File: src/rtl/usb_tx_pkg.sv
// usb_tx_pkg
// Shared types and constants for the USB transmit serializer.
//   tx_state_t          : serializer FSM states
//   SYNC_BYTE           : SYNC pattern, sent LSB first (KJKJKJKK)
//   STUFF_LIMIT         : run of ones that forces a stuffed zero
//   LINE_J/LINE_K/SE0   : {dplus, dminus} line encodings
//   level_to_line()     : maps an NRZI level (1 = J) to a line pair
package usb_tx_pkg;

    typedef enum logic [2:0] {
        IDLE,
        SYNC,
        DATA,
        STUFF,
        EOP_SE0,
        EOP_J
    } tx_state_t;

    localparam logic [7:0] SYNC_BYTE   = 8'h80;
    localparam int         STUFF_LIMIT = 6;

    // Line pair ordering is {dplus, dminus}
    typedef logic [1:0] line_t;
    localparam line_t LINE_J   = 2'b10;
    localparam line_t LINE_K   = 2'b01;
    localparam line_t LINE_SE0 = 2'b00;

    function automatic line_t level_to_line(input logic level);
        return level ? LINE_J : LINE_K;
    endfunction

endpackage

File: src/rtl/flex_pts_sr.sv
// flex_pts_sr
// Parameterised parallel-to-serial shift register.
//   clk, n_rst     : clock, asynchronous active-low reset
//   load_enable    : capture parallel_in (has priority over shifting)
//   shift_enable   : advance one bit toward serial_out
//   parallel_in    : NUM_BITS word to serialise
//   serial_out     : bit currently presented (LSB when SHIFT_LSB = 1)
module flex_pts_sr #(
    parameter int NUM_BITS  = 8,
    parameter bit SHIFT_LSB = 1'b1
) (
    input  logic                clk,
    input  logic                n_rst,
    input  logic                load_enable,
    input  logic                shift_enable,
    input  logic [NUM_BITS-1:0] parallel_in,
    output logic                serial_out
);

    logic [NUM_BITS-1:0] shift_q;

    always_ff @(posedge clk or negedge n_rst) begin
        if (!n_rst) begin
            shift_q <= '0;
        end else if (load_enable) begin
            shift_q <= parallel_in;
        end else if (shift_enable) begin
            if (SHIFT_LSB) begin
                shift_q <= {1'b0, shift_q[NUM_BITS-1:1]};
            end else begin
                shift_q <= {shift_q[NUM_BITS-2:0], 1'b0};
            end
        end
    end

    assign serial_out = SHIFT_LSB ? shift_q[0] : shift_q[NUM_BITS-1];

endmodule

File: src/rtl/usb_tx_serializer.sv
// usb_tx_serializer
// Turns a byte stream into a USB low-level NRZI bit stream with SYNC,
// optional bit stuffing and EOP. One holding register feeds an 8-bit
// shift register so consecutive bytes go out with no gap.
//   clk, n_rst              : clock, asynchronous active-low reset
//   tx_data/tx_valid/tx_last: byte input, tx_last marks packet end
//   tx_ready                : holding register can take a byte
//   dplus_out/dminus_out    : line drive (J = 10, K = 01, SE0 = 00)
//   tx_busy                 : packet in progress (non-IDLE)
//   tx_underrun             : one-cycle pulse when a non-last byte ends
//                             with nothing queued behind it
// Build option: define USB_TX_BITSTUFF_EN to enable bit stuffing; when
// undefined, data is sent as raw NRZI (line test mode).
module usb_tx_serializer
    import usb_tx_pkg::*;
#(
    parameter int CLKS_PER_BIT = 8
) (
    input  logic       clk,
    input  logic       n_rst,
    input  logic [7:0] tx_data,
    input  logic       tx_valid,
    input  logic       tx_last,
    output logic       tx_ready,
    output logic       dplus_out,
    output logic       dminus_out,
    output logic       tx_busy,
    output logic       tx_underrun
);

    localparam int TW = (CLKS_PER_BIT > 1) ? $clog2(CLKS_PER_BIT) : 1;

    tx_state_t     state, next_state;
    logic [TW-1:0] bit_timer;
    logic          bit_end;
    logic [2:0]    bit_cnt;
    logic [7:0]    hold_data;
    logic          hold_last, hold_full;
    logic          cur_last, prev_level;
    logic          cur_bit, cur_level;
    logic          sr_load, sr_shift, load_from_hold, sr_out;
    logic [7:0]    sr_load_data;
    logic          accept, underrun_set, stuff_needed;
    line_t         line;

    assign accept         = tx_valid && tx_ready;
    assign bit_end        = (bit_timer == TW'(CLKS_PER_BIT - 1));
    assign cur_bit        = (state == STUFF) ? 1'b0 : sr_out;
    // NRZI: a zero flips the line, a one holds it
    assign cur_level      = cur_bit ? prev_level : ~prev_level;
    assign sr_load_data   = (state == IDLE) ? SYNC_BYTE : hold_data;
    assign load_from_hold = sr_load && (state != IDLE);

    flex_pts_sr #(
        .NUM_BITS (8),
        .SHIFT_LSB(1'b1)
    ) u_shift (
        .clk         (clk),
        .n_rst       (n_rst),
        .load_enable (sr_load),
        .shift_enable(sr_shift),
        .parallel_in (sr_load_data),
        .serial_out  (sr_out)
    );

`ifdef USB_TX_BITSTUFF_EN
    logic [2:0] ones_cnt;
    logic       eop_pending;

    // A stuff bit is due once this one would make STUFF_LIMIT ones in a row
    assign stuff_needed = cur_bit && (ones_cnt == 3'(STUFF_LIMIT - 1)) &&
                          ((state == SYNC) || (state == DATA));

    // Ones run spans SYNC and byte boundaries; eop_pending remembers that
    // the stuff bit in flight closes the final byte
    always_ff @(posedge clk or negedge n_rst) begin
        if (!n_rst) begin
            ones_cnt    <= '0;
            eop_pending <= 1'b0;
        end else if (state == IDLE) begin
            ones_cnt    <= '0;
            eop_pending <= 1'b0;
        end else if (bit_end) begin
            if ((state == STUFF) || !cur_bit || stuff_needed) begin
                ones_cnt <= '0;
            end else begin
                ones_cnt <= ones_cnt + 3'd1;
            end
            if (next_state == STUFF) begin
                eop_pending <= (state == DATA) && (bit_cnt == 3'd7) && cur_last;
            end
        end
    end
`else
    assign stuff_needed = 1'b0;
`endif

    // State register
    always_ff @(posedge clk or negedge n_rst) begin
        if (!n_rst) begin
            state <= IDLE;
        end else begin
            state <= next_state;
        end
    end

    // Next-state logic; shift/load decisions are made at the end of each bit
    always_comb begin
        next_state   = state;
        sr_load      = 1'b0;
        sr_shift     = 1'b0;
        underrun_set = 1'b0;
        case (state)
            IDLE: begin
                if (accept) begin
                    sr_load    = 1'b1;
                    next_state = SYNC;
                end
            end
            SYNC, DATA: begin
                if (bit_end) begin
                    if (bit_cnt == 3'd7) begin
                        if (state == SYNC) begin
                            sr_load    = 1'b1;
                            next_state = DATA;
                        end else if (cur_last) begin
                            next_state = stuff_needed ? STUFF : EOP_SE0;
                        end else if (hold_full) begin
                            sr_load    = 1'b1;
                            next_state = stuff_needed ? STUFF : DATA;
                        end else begin
                            underrun_set = 1'b1;
                            next_state   = EOP_SE0;
                        end
                    end else begin
                        sr_shift   = 1'b1;
                        next_state = stuff_needed ? STUFF : state;
                    end
                end
            end
`ifdef USB_TX_BITSTUFF_EN
            STUFF: begin
                if (bit_end) begin
                    next_state = eop_pending ? EOP_SE0 : DATA;
                end
            end
`endif
            EOP_SE0: begin
                if (bit_end && (bit_cnt == 3'd1)) begin
                    next_state = EOP_J;
                end
            end
            EOP_J: begin
                if (bit_end) begin
                    next_state = IDLE;
                end
            end
            default: next_state = IDLE;
        endcase
    end

    // Outputs; a packet is closed to new bytes once its last byte is shifting
    always_comb begin
        line     = LINE_J;
        tx_busy  = 1'b1;
        tx_ready = !hold_full;
        case (state)
            IDLE: begin
                tx_busy = 1'b0;
            end
            SYNC: begin
                line = level_to_line(cur_level);
            end
            DATA, STUFF: begin
                line = level_to_line(cur_level);
                if (cur_last) begin
                    tx_ready = 1'b0;
                end
            end
            EOP_SE0: begin
                line     = LINE_SE0;
                tx_ready = 1'b0;
            end
            EOP_J: begin
                tx_ready = 1'b0;
            end
            default: ;
        endcase
    end

    assign dplus_out  = line[1];
    assign dminus_out = line[0];

    // Datapath: bit timer, bit counter (reused to time the two SE0 bits),
    // holding register and NRZI level
    always_ff @(posedge clk or negedge n_rst) begin
        if (!n_rst) begin
            bit_timer   <= '0;
            bit_cnt     <= '0;
            hold_data   <= '0;
            hold_last   <= 1'b0;
            hold_full   <= 1'b0;
            cur_last    <= 1'b0;
            prev_level  <= 1'b1;
            tx_underrun <= 1'b0;
        end else begin
            tx_underrun <= underrun_set;

            if ((state == IDLE) || bit_end) begin
                bit_timer <= '0;
            end else begin
                bit_timer <= bit_timer + 1'b1;
            end

            if (sr_load || ((next_state == EOP_SE0) && (state != EOP_SE0))) begin
                bit_cnt <= '0;
            end else if (sr_shift || ((state == EOP_SE0) && bit_end)) begin
                bit_cnt <= bit_cnt + 3'd1;
            end

            if (accept) begin
                hold_data <= tx_data;
                hold_last <= tx_last;
                hold_full <= 1'b1;
            end else if (load_from_hold) begin
                hold_full <= 1'b0;
            end

            if (sr_load) begin
                cur_last <= load_from_hold ? hold_last : 1'b0;
            end

            if (state == IDLE) begin
                prev_level <= 1'b1;
            end else if (bit_end) begin
                prev_level <= cur_level;
            end
        end
    end

endmodule

File: config.mk
export PLATFORM = sky130hd
export DESIGN_NAME = usb_tx_serializer
export DESIGN_NICKNAME = d
export VERILOG_FILES = /design/src/rtl/usb_tx_pkg.sv /design/src/rtl/flex_pts_sr.sv /design/src/rtl/usb_tx_serializer.sv
export SDC_FILE = /design/constraint.sdc
export NUM_CORES = 1
export LEC_CHECK = 0
export ABC_AREA = 1
export BUFFER_PORTS_ARGS = -buffer_cell sky130_fd_sc_hd__buf_2
export CELL_PAD_IN_SITES_DETAIL_PLACEMENT = 0
export CELL_PAD_IN_SITES_GLOBAL_PLACEMENT = 1
export CORE_MARGIN = 10
export CORE_UTILIZATION = 43
export DETAILED_ROUTE_END_ITERATION = 10
export PLACE_DENSITY_LB_ADDON = 0.1
export SYNTH_ARGS = -nofsm -noshare
export SYNTH_HDL_FRONTEND = slang
export SYNTH_HIERARCHICAL = 1
export SYNTH_SLANG_ARGS = --single-unit
File: constraint.sdc
create_clock -name clk -period 1.9 [get_ports clk]
set_input_delay 0.285 -clock clk [delete_from_list [all_inputs] [get_ports clk]]
set_output_delay 0.285 -clock clk [all_outputs]
set_load 0.1 [all_outputs]
Word-level counts from Yosys, hierarchy flattened

Index checks and enable logic that the tools add are counted.

Bits in registers: 30
Bits of input ports: 12
Output and inout port bits: 5
Word-level logic and storage cells: 85

Add/sub/neg operators: 2
Equal/unequal tests: 10
Multiplexer cells: 43
Bitwise operators: 1
Reductions and logical operators: 19

Operator list:

| kind                                                | number |
|---|---|
| two-way mux 3 bit                                   | 11 |
| two-way mux 1 bit                                   | 24 |
| two-way mux 8 bit                                   | 3 |
| equality test 3 bit, second input constant          | 5 |
| one-hot mux 3 bit (4 select lines)                  | 1 |
| nonzero test 2 bit                                  | 4 |
| adder 3 x 1 -> 3 bit, second input constant         | 2 |
| equality test 3 x 1 -> 1 bit, second input constant | 2 |
| equality test 3 x 2 -> 1 bit, second input constant | 2 |
| OR reduction 2 bit                                  | 3 |
| logical AND 1 bit                                   | 5 |
| one-hot mux 1 bit (2 select lines)                  | 2 |
| one-hot mux 2 bit (2 select lines)                  | 1 |
| logical NOT 3 bit                                   | 1 |
| logical OR 1 bit                                    | 3 |
| != test 3 bit, second input constant                | 1 |
| nonzero test 3 bit                                  | 1 |
| OR reduction 3 bit                                  | 1 |
| two-way mux 2 bit                                   | 1 |
| logical NOT 1 bit                                   | 1 |
| inverter 1 bit                                      | 1 |

Logic depth before layout (Yosys ltp)

Gate-level depths: netlist of the first run.

Word-level depth: 10
Gate-level depth with buffers: 10
Gate-level depth less buffers: 10

Cells and area by module

The synthesis of the first run kept the hierarchy.

Modules (own cells, without submodules):

| module            | times used | cells each | area an instance (um^2) | seq. area each (um^2) |
|---|---|---|---|---|
| usb_tx_serializer | 1          | 151        | 1204.9                  | 551.8 |
| flex_pts_sr       | 1          | 43         | 376.6                   | 200.2 |

Worst setup path before layout of the first run

OpenSTA, ideal clock, no wires.

Kind: register to output
Start point: reg state[1]
End point: out dplus_out
Data arrival time: 2.219 ns
Data required time: 1.615 ns
Setup slack: -0.604 ns
Cell stages (with the launch flop): 5
Buffers on the path: 0
Cells stage by stage: dfrtp_1 > nand2_1 > o21ai_1 > xnor2_1 > a21oi_1

Cells in the longest elaborated chain, start to end: 5
Elaborated cells between the ends (all ways): 9
Those cells by class: eq/ne: 4; mux: 4; reduce/logical: 1

Ends and longest elaborated chain:

| element                              | line                                              | text |
|---|---|---|
| start, declared                      | usb_tx_serializer.sv:33                           | `tx_state_t state, next_state;` |
| start signal, assigned               | usb_tx_serializer.sv:103                          | `state <= next_state;` |
| equality test 3 x 2 -> 1 bit         | usb_tx_serializer.sv:48, usb_tx_serializer.sv:167 |  |
| two-way mux 1 bit                    | usb_tx_serializer.sv:48                           | `assign cur_bit = (state == STUFF) ? 1'b0 : sr_out;` |
| two-way mux 1 bit                    | usb_tx_serializer.sv:50                           | `assign cur_level = cur_bit ? prev_level : ~prev_level;` |
| two-way mux 2 bit                    | usb_tx_pkg.sv:29                                  | `return level ? LINE_J : LINE_K;` |
| one-hot mux 2 bit (2 select lines) * | usb_tx_serializer.sv:167                          | `case (state)` |
| end, declared                        | usb_tx_serializer.sv:25                           | `output logic dplus_out,` |

Every way passes the cells marked *; elsewhere a longest branch is shown, timed or not.

Worst setup path after layout of the first run

Start point: reg state[1]
End point: out dminus_out

Cells in the longest elaborated chain, start to end: 5
Elaborated cells between the ends (all ways): 9
Those cells by class: eq/ne: 4; mux: 4; reduce/logical: 1

Ends and longest elaborated chain:

| element                              | line                                              | text |
|---|---|---|
| equality test 3 x 2 -> 1 bit         | usb_tx_serializer.sv:48, usb_tx_serializer.sv:167 |  |
| two-way mux 1 bit                    | usb_tx_serializer.sv:48                           |  |
| two-way mux 1 bit                    | usb_tx_serializer.sv:50                           |  |
| two-way mux 2 bit                    | usb_tx_pkg.sv:29                                  |  |
| one-hot mux 2 bit (2 select lines) * | usb_tx_serializer.sv:167                          |  |
| end, declared                        | usb_tx_serializer.sv:26                           | `output logic dminus_out,` |

Marked as above.

==> results of run 1 <==
## through the flow
step / total power [uW] / hold WS, ps
2_1_floorplan: 651 / -10.6
3_3_place_gp: 675 / 358
3_5_place_dp: 675 / 362
4_1_cts: 1310 / 59.1
5_1_grt: 1340 / 72.3
6_report: 1290 / 31.2
## cell families after synthesis
logic type	after synthesis
and+or+nand+nor	108
AOI/OAI and AO/OA	18
adders and majority gates	8
xor gates and xnor gates	1
buffers and inverters	29
DFF	30
## power groups by stage
stage                     Combinational, uW  Clock (uW)  Sequential, uW
after floorplan                       0.112           0             651
after global placement                 24.3           0             651
after detailed placement               24.7           0             651
after CTS                              24.7         643             639
after global routing                   27.8         671             638
final                                  23.3         629             639
## critical path, stage by stage, from the launching register on
cell and delay [ps]:
dfrtp_1 420, nand2_1 150, o21ai_2 180, xnor2_2 150, and2_4 190, buf_12 160
## cell usage in the layout, fill, tap and decap left out, types with 2 or more instances in the layout
master	count
nand2_1	42
dfrtp_1	28
nor2_1	25
nand3_1	22
inv_1	21
buf_2	12
a21oi_1	10
ha_1	8
clkbuf_8	5
inv_2	4
nand2_2	4
buf_12	4
nor2_2	3
o21ai_0	3
nand3_2	2
nand2_4	2
o21ai_1	2
nand4_1	2
clkbuf_1	2
buf_4	2
## routing by layer
metal  part of all wire  global-route usage
met5                  0                   0
met4              0.015              0.0423
met3              0.065              0.0535
met2               0.42               0.150
met1               0.50               0.159
## synthesized netlist by cell type (2+ instances only)
cell type and count:
a21oi_1 11, buf_2 2, dfrtp_1 29, ha_1 8, inv_1 21, inv_2 4
nand2_1 42, nand2_2 6, nand3_1 22, nand3_2 2, nand4_1 2, nor2_1 26
nor2_2 2, o21ai_0 3, o21ai_1 3
## worst paths after layout
| kind | start | to | slack, ps |
|---|---|---|---|
| setup / recovery | state[1]$_DFF_PN0_ | dminus_out | 70 |
| min in group clk | tx_last | hold_last$_DFFE_PN0P_ | 230 |
| max in group asynchronous | n_rst | state[0]$_DFF_PN0_ | 1400 |
| hold / removal | n_rst | u_shift/shift_q[7]$_DFFE_PN0P_ | 30 |
| hold reg to reg | bit_timer[0]$_DFF_PN0_ | bit_timer[0]$_DFF_PN0_ | 440 |
| setup reg to reg | bit_cnt[0]$_DFFE_PN0P_ | u_shift/shift_q[1]$_DFFE_PN0P_ | 170 |
## area by class of cell
cell class / instances / area, sq um
clock buffer: 7 / 76.3
clock inverter: 1 / 30.0
fill: 342 / 1530
inverter: 25 / 93.8
multi-input combinational: 135 / 737
sequential: 30 / 753
tap: 46 / 57.6
timing repair buffer: 19 / 166
## registers in the layout, indices dropped and copies added, names as in the netlist
| signal | cells |
|---|---|
| prev_level | 1 |
| state | 3 |
| hold_data | 8 |
| hold_last | 1 |
| cur_last | 1 |
| hold_full | 1 |
| bit_timer | 3 |
| bit_cnt | 3 |
| u_shift/shift_q | 8 |
| tx_underrun | 1 |
## repair_timing
item,CTS,global route
gates resized for setup,2,6
setup endpoints to repair,2,10
pin swaps,0,1
setup buffers,0,1
hold endpoints to repair,0,0
cloned,0,0
==> impl_metrics.json, run 1 <==
{
  "ys_seq_area_frac": 0.475,
  "ys_seq_elements": 30,
  "core-area_sq_um": 3440,
  "dp_slack_ps": 112,
  "drive_gt1_frac": 0.221,
  "synth_simple_gate_area_frac": 0.320,
  "cp.arrival_ps": 1540,
  "leakagePower_uw": 0.00105,
  "fin_util": 0.556,
  "cts-root-buf": "clkbuf_8",
  "power_frac_seq": 0.495,
  "synth-compound-area-share": 0.0585,
  "p_int_uw": 1040,
  "period_needed_ps": 1830,
  "drc": 0,
  "syn_to_final_growth_pct": 21.0,
  "stdcell_area_sq_um": 1910,
  "syn_nets": 214,
  "cp_max_fo": 5,
  "setup_tns_ps": 0,
  "relSlewSlack": 0.554,
  "worst_slew_pin_slew_ps": 669,
  "synth_top_cell_by_area": "dfrtp_1",
  "clk_pin_slew_ps": 60,
  "grt_use_total": 0.116,
  "synthArstFlopShare": 1.00,
  "clk_path_buf_depth": 2,
  "cts_sinks": 30,
  "skew_ps": 4.90,
  "dpl.hpwl_microns": 2580,
  "drtIter0Drc": 93,
  "drt-pass1-iter-count": 4,
  "vias_per_cell": 4.84,
  "layout.nets": 236,
  "rsz0062_at_grt": "true",
  "wire_per_inst_microns": 12.8,
  "antenna_found_initial": 0,
  "port_buffers": 16,
  "wirelength_microns": 3360,
  "cts_buffers": 5,
  "peakVddDrop_uv": 408,
  "grt_pass1_vias": 1225,
  "synth.area.top_cells": "dfrtp_1, nand2_1, nand3_1, ha_1, nor2_1",
  "timing.final.ws_setup_ps": 74.6,
  "place.gp.congestion": 0.863,
  "postCtsHoldBufs": 0,
  "outcome": "completed",
  "diodes": 0,
  "postSynthAreaPerCell_sq_um": 8.15,
  "cp.required_ps": 1620,
  "die_h_microns": 80.6,
  "p_clk_frac": 0.487,
  "hold_path_class": "in -> async",
  "final_cells": 263,
  "synth-edff-count": 0,
  "synth_ff_type": "dfrtp_1",
  "synth_top_area_frac": 0.459,
  "dp_cells": 254,
  "grt_pass1_wl_microns": 5770,
  "fmax_ghz": 0.548,
  "cp-end-kind": "primary output",
  "synthXorXnorAreaFrac": 0.00554,
  "yosys.area_share.adder": 0.0633,
  "grt_max_degree": 31,
  "combPwrFrac": 0.018,
  "drv_slew": 0,
  "muxShareOfSynthArea": 0,
  "postPlaceCellArea_sq_um": 1760,
  "cap_violations": 0,
  "swShare": 0.196,
  "power.switching_uw": 253,
  "yosys_warnings": 6,
  "io_pins": 17,
  "clock_latency_ps": 280,
  "yosysUniqueCellTypes": 26,
  "rows": 21,
  "p_per_area_nw_per_um2": 675,
  "dr_total_vias": 1273,
  "start_kind": "flip-flop",
  "gr-total-overflow": 0,
  "cts_tree": "done",
  "hold_violations": 0,
  "syn_area_sq_um": 1580,
  "netlist_instances": 194,
  "r2r_cells": 8,
  "finalSetupViolCount": 0,
  "synth_top_family_by_area": "simple AND/OR/NAND/NOR gates",
  "dieArea_sq_um": 6500,
  "start_util": 0.459,
  "htreeDepth": 2,
  "die_w_microns": 80.6,
  "fin_crit_sh": 0.961,
  "critPathKind": "reg -> out",
  "ant_nets": 0
}
Power figures use the tool's default switching activity.
==> run 2, diff against run 1 <==
--- a/config.mk
+++ b/config.mk
@@ -6,7 +6,7 @@
 export NUM_CORES = 1
 export LEC_CHECK = 0
 export ABC_AREA = 1
-export BUFFER_PORTS_ARGS = -buffer_cell sky130_fd_sc_hd__buf_2
+export BUFFER_PORTS_ARGS = -buffer_cell sky130_fd_sc_hd__buf_4
 export CELL_PAD_IN_SITES_DETAIL_PLACEMENT = 0
 export CELL_PAD_IN_SITES_GLOBAL_PLACEMENT = 1
 export CORE_MARGIN = 10
==> run 2 against run 1 <==
  * Wire length is 4.0% lower
  * Clock skew about the same
  * Hold slack improved by 210 ps
  * Clock power decreased by 17%
  * Setup slack worse by 5.3 ps
  * Register-to-register slack about the same
  * Sequential cell count unchanged
  * Highest routed layer unchanged
==> impl_metrics.json, run 2 (synthesis results as in run 1) <==
{
  "vias_per_cell": 4.84,
  "grt_use_total": 0.110,
  "rrSetupSlack_ps": 170,
  "cts-root-buf": "clkbuf_8",
  "period_needed_ps": 1830,
  "cp.required_ps": 1620,
  "stdcell_area_sq_um": 1910,
  "hold_end": "hold_last$_DFFE_PN0P_",
  "p_per_area_nw_per_um2": 624,
  "clk_pin_slew_ps": 60,
  "dp_cells": 254,
  "dpl.hpwl_microns": 2370,
  "r2r-start": "state[1]$_DFF_PN0_",
  "postPlaceCellArea_sq_um": 1750,
  "syn_to_final_growth_pct": 20.6,
  "hold-worst-slack_ps": 242,
  "diodes": 0,
  "cp_max_fo": 5,
  "grt_max_degree": 31,
  "layout_commonest_cell": "nand2_1",
  "cts_sinks": 30,
  "start_util": 0.459,
  "antenna_found_initial": 0,
  "timing.final.ws_setup_ps": 69.3,
  "rows": 21,
  "slowest_delay_ps": 430,
  "fin_util": 0.554,
  "dp_slack_ps": 122,
  "skew_ps": 5.33,
  "outcome": "completed",
  "dr_total_vias": 1278,
  "cp.arrival_ps": 1550,
  "drive_gt1_frac": 0.220,
  "use_met1": 0.145,
  "die_h_microns": 80.6,
  "holdPathStages": 3,
  "port_buffers": 16,
  "cp-end-kind": "primary output",
  "slowest_stage": "dfrtp_1",
  "fmax_ghz": 0.546,
  "grt_pass1_vias": 1245,
  "cts_tree": "done",
  "ant_nets": 0,
  "core-area_sq_um": 3440,
  "layout.nets": 237,
  "r2r_end": "u_shift/shift_q[3]$_DFFE_PN0P_",
  "hold_path_class": "in -> reg",
  "htreeDepth": 2,
  "hold_violations": 0,
  "critPathKind": "reg -> out",
  "drv_slew": 0,
  "cap_violations": 0,
  "drc": 0,
  "io_pins": 17,
  "grt_pass1_wl_microns": 5640,
  "place.gp.congestion": 0.885,
  "r2r_cells": 9,
  "top_usage_layer": "met2",
  "worst_slew_pin_slew_ps": 388,
  "clock_latency_ps": 280,
  "leakagePower_uw": 0.00105,
  "relSlewSlack": 0.742,
  "start_kind": "flip-flop",
  "final_cells": 264,
  "fin_crit_sh": 0.964,
  "peakVddDrop_uv": 358,
  "drt-pass1-iter-count": 4,
  "top_regs": "hold_data (8), u_shift/shift_q (8)",
  "min-delay-start": "tx_last",
  "dieArea_sq_um": 6500,
  "worstPathCellList": "nand2_1, o21ai_2, xnor2_2, and2_4, buf_12",
  "finalSetupViolCount": 0,
  "grtUsageMet2": 0.152,
  "cts_buffers": 5,
  "die_w_microns": 80.6,
  "gr-total-overflow": 0,
  "drtIter0Drc": 169,
  "clk_path_buf_depth": 2,
  "grt_util_met3": 0.0445,
  "wirelength_microns": 3220,
  "final_cell_mix": "nand2_1, dfrtp_1, nor2_1, nand3_1, inv_1",
  "wire_per_inst_microns": 12.2
}
run 2: changes by cell type in the layout (fill, tap and decap cells not counted):
cell and delta:
dfrtp_1 +1, buf_12 -3, buf_2 -12, clkbuf_1 -1
bufinv_16 -1, dfrtp_2 -1, clkinv_2 +1, clkbuf_8 +1
dlygate4sd3_1 +1, buf_4 +13, buf_6 +2
run 2: layer usage:
layer	vias to the layer above	part of all wire
met4	0	0.017
li1	665	-
met2	35	0.43
met1	573	0.48
met3	5	0.073
met5	-	0
run 2: what timing repair did:
item,in CTS,in global routing
buffers inserted,1,0
hold buffers,1,0
gates resized for setup,4,7
endpoints found under the setup margin,1,12
pin swaps,2,0
hold endpoints to repair,29,0
run 2: worst max path at each step:
| stage | start | endpoint | slack (ps) |
|---|---|---|---|
| finish | state[0]$_DFF_PN0_ | dminus_out | 70 |
| global route | state[1]$_DFF_PN0_ | dminus_out | -2 |
| CTS | state[0]$_DFF_PN0_ | dminus_out | 3 |
| detailed placement | state[1]$_DFF_PN0_ | u_shift/shift_q[3]$_DFFE_PN0P_ | 120 |
| global placement | bit_cnt[0]$_DFFE_PN0P_ | u_shift/shift_q[4]$_DFFE_PN0P_ | 150 |
| floorplan | state[1]$_DFF_PN0_ | dplus_out | -60 |
run 2: area by class of cell:
type	instances	area [sq um]
clock buffers	7	86.3
clock inverters	1	5.00
fillers	334	1530
inverters	25	93.8
multi-input cells	135	737
flip-flops and latches	30	752
well taps	46	57.6
repair buffers	20	176
run 2: worst max-delay path, delay by kind of cell, from the launching register on:
kind,cells,cell delay (ps)
AOI/OAI and AO/OA,1,180
DFF,1,430
and+or+nand+nor,2,340
xor gates and xnor gates,1,160
buffers and inverters,1,160
run 2: through the flow:
stage	power (uW)	setup TNS, ps
2_1_floorplan	651	-56.5
3_3_place_gp	682	0
3_5_place_dp	682	0
4_1_cts	1210	0
5_1_grt	1240	-1.83
6_report	1190	0
run 2: power by group:
| group | internal [uW] | switching [uW] | total, uW | leakage (uW) |
|---|---|---|---|---|
| Sequential | 639 | 0 | 639 | 0.000369 |
| Clock | 291 | 228 | 519 | 0.0000482 |
| Combinational | 15.6 | 16.3 | 31.9 | 0.000635 |
| Total | 946 | 244 | 1190 | 0.00105 |
==> run 3, diff against run 2 <==
--- a/config.mk
+++ b/config.mk
@@ -12,7 +12,7 @@
 export CORE_MARGIN = 10
 export CORE_UTILIZATION = 43
 export DETAILED_ROUTE_END_ITERATION = 10
-export PLACE_DENSITY_LB_ADDON = 0.1
+export PLACE_DENSITY = 0.74
 export SYNTH_ARGS = -nofsm -noshare
 export SYNTH_HDL_FRONTEND = slang
 export SYNTH_HIERARCHICAL = 1
==> run 3 against run 2 <==
  * Clock skew rose by 1.2 ps
  * Clock power grew 0.8%
  * Sequential cell count unchanged
  * First-iteration DRC count shrank 40%
  * Non-clock buffer count stayed put
  * Sequential share of layout area is essentially flat
  * Hold slack better by 6.2 ps
  * Count of clock-buffer cells in the layout did not move
  * Design area about the same
  * Critical path type unchanged
  * Largest cell class unchanged
==> impl_metrics.json, run 3 (synthesis results as in run 1) <==
{
  "outcome": "completed",
  "drt-pass1-iter-count": 4,
  "io_pins": 17,
  "critPathKind": "reg -> out",
  "cp.arrival_ps": 1530,
  "swShare": 0.207,
  "wire_per_inst_microns": 12.5,
  "drtIter0Drc": 101,
  "hold_path_class": "in -> reg",
  "port_buffers": 16,
  "dp_cells": 254,
  "fin_util": 0.555,
  "skew_ps": 6.53,
  "p_per_area_nw_per_um2": 625,
  "gr-total-overflow": 0,
  "grt_max_degree": 31,
  "clk_path_buf_depth": 2,
  "cts_buffers": 5,
  "setup_tns_ps": 0,
  "slowest_stage": "dfrtp_1",
  "start_util": 0.459,
  "place.gp.congestion": 0.850,
  "top_regs": "hold_data (8), u_shift/shift_q (8)",
  "htreeDepth": 2,
  "die_h_microns": 80.6,
  "dr_total_vias": 1282,
  "rsz0062_at_grt": "false",
  "drv_slew": 0,
  "fin_crit_sh": 0.956,
  "wirelength_microns": 3290,
  "clock_latency_ps": 280,
  "grt_pass1_wl_microns": 5810,
  "drive_gt1_frac": 0.225,
  "power.switching_uw": 247,
  "cap_violations": 0,
  "clk_pin_slew_ps": 60,
  "core-area_sq_um": 3440,
  "worst_slew_pin_slew_ps": 373,
  "power_frac_seq": 0.535,
  "final_cells": 264,
  "cp.required_ps": 1620,
  "cp_max_fo": 5,
  "rows": 21,
  "grt_pass1_vias": 1293,
  "final_cell_mix": "nand2_1, dfrtp_1, nor2_1, nand3_1, inv_1",
  "p_clk_frac": 0.438,
  "stdcell_area_sq_um": 1910,
  "die_w_microns": 80.6,
  "drc": 0,
  "leakagePower_uw": 0.00105,
  "slowest_delay_ps": 430,
  "hold-worst-slack_ps": 248,
  "fmax_ghz": 0.551,
  "finalSetupViolCount": 0,
  "cp-end-kind": "primary output",
  "hold_violations": 0,
  "dieArea_sq_um": 6500,
  "layout_commonest_cell": "nand2_1",
  "syn_to_final_growth_pct": 20.7,
  "peakVddDrop_uv": 475,
  "diodes": 0,
  "combPwrFrac": 0.026,
  "layout.nets": 237,
  "cts_tree": "done",
  "p_int_uw": 946,
  "antenna_found_initial": 0,
  "start_kind": "flip-flop",
  "postPlaceCellArea_sq_um": 1750,
  "rrSetupSlack_ps": 150,
  "cts_sinks": 30,
  "worstPathCellList": "nand2_1, o21ai_2, xnor2_2, and2_4, buf_12",
  "ant_nets": 0,
  "relSlewSlack": 0.751,
  "vias_per_cell": 4.86,
  "cts-root-buf": "clkbuf_8",
  "dpl.hpwl_microns": 2490,
  "grt_use_total": 0.114,
  "period_needed_ps": 1820
}
-- run 3: cell counts in the layout (fill, tap and decap cells not counted) --
No cell type changed its count.
-- run 3: worst max-delay path: cells and delay by family, from the launching register on --
family | cells | cell delay (ps)
XOR/XNOR | 1 | 160
buffers and inverters | 1 | 160
AND/OR/NAND/NOR | 2 | 330
AO/OA/AOI/OAI | 1 | 170
flip-flops | 1 | 430
-- run 3: through the flow --
step	power [uW]	setup slack (ps)
CTS	1210	0.876
global route	1250	8.00
finish	1190	84.5
floorplan	651	-55.3
detailed placement	682	100
global placement	682	169
-- run 3: layout make-up --
type                       instances  area, sq um
multi-input combinational        135          737
fill                             353         1530
tap                               46         57.6
timing repair buffer              20          176
inverter                          25         93.8
clock inverter                     1         5.00
sequential                        30          753
clock buffer                       7         86.3
-- run 3: metal layers --
metal	share of wire	track usage	vias to the layer above
met4	0.014	0.0493	0
met3	0.070	0.0557	6
li1	-	-	663
met1	0.51	0.157	579
met5	0	0	-
met2	0.41	0.144	34
-- run 3: power groups by stage --
| stage | sequential (uW) | clock (uW) | combinational, uW |
|---|---|---|---|
| 5_1_grt | 638 | 570 | 36.5 |
| 4_1_cts | 639 | 538 | 33.2 |
| 3_5_place_dp | 651 | 0 | 31.6 |
| 6_report | 639 | 523 | 31.4 |
| 2_1_floorplan | 651 | 0 | 0.112 |
| 3_3_place_gp | 651 | 0 | 31.2 |
-- run 3: final timing paths --
check	startpoint	to	depth (start not counted)
min reg2reg	bit_timer[0]$_DFF_PN0_	bit_timer[0]$_DFF_PN0_	1
min	tx_data[7]	hold_data[7]$_DFFE_PN0P_	3
min in group asynchronous	n_rst	cur_last$_DFFE_PN0N_	2
max reg2reg	state[2]$_DFF_PN0_	u_shift/shift_q[6]$_DFFE_PN0P_	9
max	state[1]$_DFF_PN0_	dminus_out	5
max in group asynchronous	n_rst	prev_level$_DFFE_PN1N_	2
-- run 3: repair_timing --
item                                    4_1_cts  5_1_grt
hold buffers                                  1        0
buffers inserted                              1        0
pin swaps                                     1        0
resized for setup                             3        9
endpoints found under the setup margin        1       12
endpoints found under the hold margin        29        0
